[config.mk]
export PLATFORM = sky130hd
export DESIGN_NAME = mem_port_arbiter
export DESIGN_NICKNAME = d
export VERILOG_FILES = /design/src/rtl/mem_port_arbiter.sv
export SDC_FILE = /design/constraint.sdc
export NUM_CORES = 1
export LEC_CHECK = 0
export CAP_MARGIN = 20
export CORE_AREA = 2 2 114 116
export DETAILED_ROUTE_END_ITERATION = 10
export DIE_AREA = 0 0 116 118
export DONT_BUFFER_PORTS = 1
export REMOVE_ABC_BUFFERS = 1
export SLEW_MARGIN = 20
export SYNTH_ARGS = -nofsm -noshare
export SYNTH_HDL_FRONTEND = slang
export SYNTH_SLANG_ARGS = --single-unit
[constraint.sdc]
create_clock -name clk -period 2.55 [get_ports clk]
set_clock_uncertainty 0.1 [all_clocks]
set_input_delay 0 -clock clk [delete_from_list [all_inputs] [get_ports clk]]
set_output_delay 0 -clock clk [all_outputs]
set_load 0.01 [all_outputs]
[src/rtl/mem_port_arbiter.sv]
// mem_port_arbiter: shares one synchronous-read RAM port between fetch (read-only) and data (read/write).
// Data accesses win unless fetch has waited STARVE_LIMIT consecutive data grants, which forces fetch through.
// Ports:
//   clk, reset_n (async, active-low)
//   fetch: if_req, if_addr -> if_gnt, if_rvalid, if_rdata, fetch_stall
//   data:  dm_req, dm_we, dm_addr, dm_wdata, dm_wstrb -> dm_gnt, dm_rvalid, dm_rdata
//   ram:   ram_addr, ram_we, ram_wdata, ram_wstrb -> ram_rdata (valid one cycle after the address)
//   perf:  perf_fetch_stall_cycles, perf_forced_fetch (live only with ARB_PERF_CNT_EN, else tied 0)
module mem_port_arbiter #(
    parameter int ADDR_W       = 16,
    parameter int DATA_W       = 32,
    parameter int STARVE_LIMIT = 4
) (
    input  logic                clk,
    input  logic                reset_n,
    input  logic                if_req,
    input  logic [ADDR_W-1:0]   if_addr,
    output logic                if_gnt,
    output logic                if_rvalid,
    output logic [DATA_W-1:0]   if_rdata,
    output logic                fetch_stall,
    input  logic                dm_req,
    input  logic                dm_we,
    input  logic [ADDR_W-1:0]   dm_addr,
    input  logic [DATA_W-1:0]   dm_wdata,
    input  logic [DATA_W/8-1:0] dm_wstrb,
    output logic                dm_gnt,
    output logic                dm_rvalid,
    output logic [DATA_W-1:0]   dm_rdata,
    output logic [ADDR_W-1:0]   ram_addr,
    output logic                ram_we,
    output logic [DATA_W-1:0]   ram_wdata,
    output logic [DATA_W/8-1:0] ram_wstrb,
    input  logic [DATA_W-1:0]   ram_rdata,
    output logic [31:0]         perf_fetch_stall_cycles,
    output logic [31:0]         perf_forced_fetch
);
    typedef enum logic [1:0] {RESP_NONE, RESP_IF, RESP_DM_RD, RESP_DM_WR} resp_t;
    resp_t resp_owner, resp_next;
    logic [3:0] starve_cnt;
    logic forced;
    always_ff @(posedge clk or negedge reset_n) begin
        if (!reset_n) begin
            resp_owner <= RESP_NONE;
            starve_cnt <= '0;
        end else begin
            resp_owner <= resp_next;
            starve_cnt <= (dm_gnt && if_req) ? (starve_cnt == 4'(STARVE_LIMIT) ? starve_cnt : starve_cnt + 4'd1) : '0;
        end
    end
    always_comb begin
        forced      = if_req && dm_req && starve_cnt == 4'(STARVE_LIMIT);
        dm_gnt      = reset_n && dm_req && !forced;
        if_gnt      = reset_n && if_req && !dm_gnt;
        fetch_stall = reset_n && if_req && !if_gnt;
        // an idle cycle still presents the fetch address so the RAM read is already underway
        ram_addr    = !reset_n ? '0 : dm_gnt ? dm_addr : if_addr;
        ram_we      = dm_gnt && dm_we;
        ram_wdata   = dm_gnt ? dm_wdata : '0;
        ram_wstrb   = ram_we ? dm_wstrb : '0;
        resp_next   = dm_gnt ? (dm_we ? RESP_DM_WR : RESP_DM_RD) : if_gnt ? RESP_IF : RESP_NONE;
        if_rvalid   = resp_owner == RESP_IF;
        dm_rvalid   = resp_owner == RESP_DM_RD || resp_owner == RESP_DM_WR;
        if_rdata    = if_rvalid ? ram_rdata : '0;
        dm_rdata    = resp_owner == RESP_DM_RD ? ram_rdata : '0;
    end
`ifdef ARB_PERF_CNT_EN
    always_ff @(posedge clk or negedge reset_n) begin
        if (!reset_n) begin
            perf_fetch_stall_cycles <= '0;
            perf_forced_fetch       <= '0;
        end else begin
            perf_fetch_stall_cycles <= perf_fetch_stall_cycles + 32'(fetch_stall);
            perf_forced_fetch       <= perf_forced_fetch + 32'(if_gnt && forced);
        end
    end
`else
    assign perf_fetch_stall_cycles = '0;
    assign perf_forced_fetch       = '0;
`endif
endmodule

==> run metrics <==
I/O Pins=291; number of global-route vias before repair=around 1200; top-count cell post-synth=and2_1; Setup crit start kind=flip-flop; Row Count=between 40 and 50; CP arrival=~2.3 ns; max frequency=about 0.45 GHz; area leader, netlist=and2_1; Layout area overhead=1.97%; nets=approximately 360; Post-Syn Instances=roughly 260; die area=between 0.01 and 0.015 sq mm; met2 GRT Util=around 16%; busiest grt layer=met2; initial antenna violation count=2; register area share after synthesis=around 8.5%; total gr overflow=0; Cell Area, Synth=between 0.0015 and 0.002 sq mm; Worst-path clk slew=0.03 ns; worst r2r src=starve_cnt[0]; CTS tree=yes; Power Internal=between 0.0003 and 0.0004 W; NetSw=between 0.0002 and 0.00025 W; GR Util met3=under 10%; Placed Cells=414; slew margin rel.=between 60% and 70%; final wirelength=6130 um; Power Total=0.000583 W; Detailed Route Iter0 Violations=31; Max Cap Viol=0; routed via count=about 1400; unrepaired setup endpoints after global routing=false; CP max FO=22; first-pass GRT wire length=around 7400 um; drt pass-1 iters=4; post-CTS setup buffers=0; Layout Utilization=14.6%; PnR worst setup slack=roughly 0.32 ns; Clock Tree Root=clkbuf_16; Filler cells=around 1400; Routed Antenna Nets=0; Flop pwr share=between 10% and 20%; Leak Pwr=around 0.93 nW; met1 Resource Use GR=approximately 6.8%; Commonest cells post-synth=98 x and2_1, 64 x buf_4, 19 x inv_1, 17 x mux2i_1, 17 x nand2_1; distinct cell type count of the synthesized netlist=19; ys async rst share=100%; pin count of the biggest net entering global routing=42; worst skew pair latency=0.23 ns; vias per cell=3.41; post-synth top area share=around 35%; Final Cycle Share=87.6%; Initial Utilization=14.3%; CP required=~2.6 ns; setup_tns=0 ns; Power Dens Cells=322 mW/mm^2; Worst setup EP type=flip-flop; YS warnings=0; peak supply drop=about 280 uV; Worst-Margin Slew=approximately 0.56 ns; die height=around 120 um; die width=between 100 and 150 um; Slew Limit Fails=0; Synth Area per Inst=6.94 sq um; Post-synth EDFFs=0; Final setup viols=0; fin cells=422; GP Congestion=between 0.8 and 0.9; Sw Share=a little under two fifths; Area contributors post-synth=and2_1 35%, buf_4 27%, mux2i_1 9.6%; critical path type=flip-flop to flip-flop; IO Port Bufs=0; number of CTS-inserted buffers=3; Main synth FF type=dfrtp_1; worst slack, placed=~0.6 ns; min Tclk post-route=~2.2 ns; Hold Vio Cnt, Final=0; CTS sink count=6; Yosys reg bits=6; Clock Tree Buf Depth=2; HPWL Detailed=roughly 5500 um; Critical Path Source=starve_cnt[0]; Post-CTS Resized=0; layout cells sized above 1=3.61%; worst hold path type=primary input to asynchronous set/reset pin; H-Tree Depth=1; Clk pwr share=43.7%; core area=between 0.01 and 0.015 sq mm; outcome=complete, no violations; drt wl/cell=between 10 and 15 um; All-Layer GR Usage=under 10%; Residual DRC=0; Gate power share=approximately two fifths
-- per-layer routing --
layer / vias up / share of wire (%)
met4: 0 / 0.93
met1: 638 / 33
met3: 4 / 13
met2: 172 / 53
li1: 623 / -
met5: - / 0
-- state kept, by name, summed over array words and instances (netlist names) --
signal	cells
resp_owner	2
starve_cnt	4
-- power groups by stage --
stage | Combinational (W) | Sequential, W | Clock, W
floorplan | 0.000188 | 0.000102 | 0
global placement | 0.000217 | 0.000104 | 0
CTS | 0.000227 | 0.000103 | 0.000256
finish | 0.000226 | 0.000102 | 0.000255
detailed placement | 0.000218 | 0.000104 | 0
global route | 0.000250 | 0.000103 | 0.000259
-- critical path, stage by stage, from the launching register on --
cell and delay, ns:
dfrtp_1 0.37, inv_1 0.06, ha_1 0.19, nand4b_1 0.08
and3_2 0.56, mux2i_1 0.24, dlygate4sd3_1 0.55
-- worst paths after layout --
check / to / slack [ns] / cells after the start
min: starve_cnt[2] / 0.01 / 1
max reg2reg: resp_owner[0] / 0.32 / 6
max in group asynchronous: starve_cnt[3] / 2.09 / 1
max: resp_owner[0] / 0.32 / 6
min in group clk: if_gnt / 0.03 / 2
min reg2reg: starve_cnt[0] / 0.52 / 2
-- placed cells by master (no fill, tap or decap) --
cell	synthesis	final
dlygate4sd3_1	0	4
xor2_1	1	1
mux2i_1	17	17
nor2_1	1	1
and3_2	0	1
and2_1	98	98
clkbuf_16	0	3
buf_4	64	2
dfrtp_1	6	6
diode_2	0	1
nand3_1	1	1
nand2_1	17	17
ha_1	2	2
buf_12	0	1
xnor2_1	1	1
nor2b_2	0	2
and3_1	9	8
nand4b_1	1	1
conb_1	1	64
inv_1	19	19
-- what timing repair did --
action / CTS / global route
endpoints found under the setup margin: 0 / 0
hold buffers: 4 / 0
endpoints found under the hold margin: 11 / 0
-- final cells by class --
cell class,count,area [sq um],area share [%]
flip-flops and latches,6,150,8.29
diodes,1,2.50,0.138
inverters,19,71.3,3.94
repair buffers,7,75.1,4.14
well taps,172,215,11.9
multi-input cells,214,1220,67.5
clock buffers,3,75.1,4.14
-- metrics by stage --
step | hold WS, ns | instance area [sq um]
finish | 0.0112 | 1810
global placement | -0.394 | 1690
floorplan | -0.396 | 1440
global route | 0.0386 | 1810
CTS | 0.0283 | 1810
detailed placement | -0.395 | 1690
-- cells by family (layout without fill, tap and decap cells) --
logic type | Yosys count | after routing | synth area share, %
adder cells (fa/ha/maj) | 2 | 2 | 1.41
XOR/XNOR | 2 | 2 | 0.986
buffers and inverters | 99 | 29 | 36.4
AND/OR/NAND/NOR | 129 | 129 | 43.0
other | 1 | 65 | 0.211
flip-flops | 6 | 6 | 8.45
multiplexers | 17 | 17 | 9.58
(Power assumes the default switching activity.)
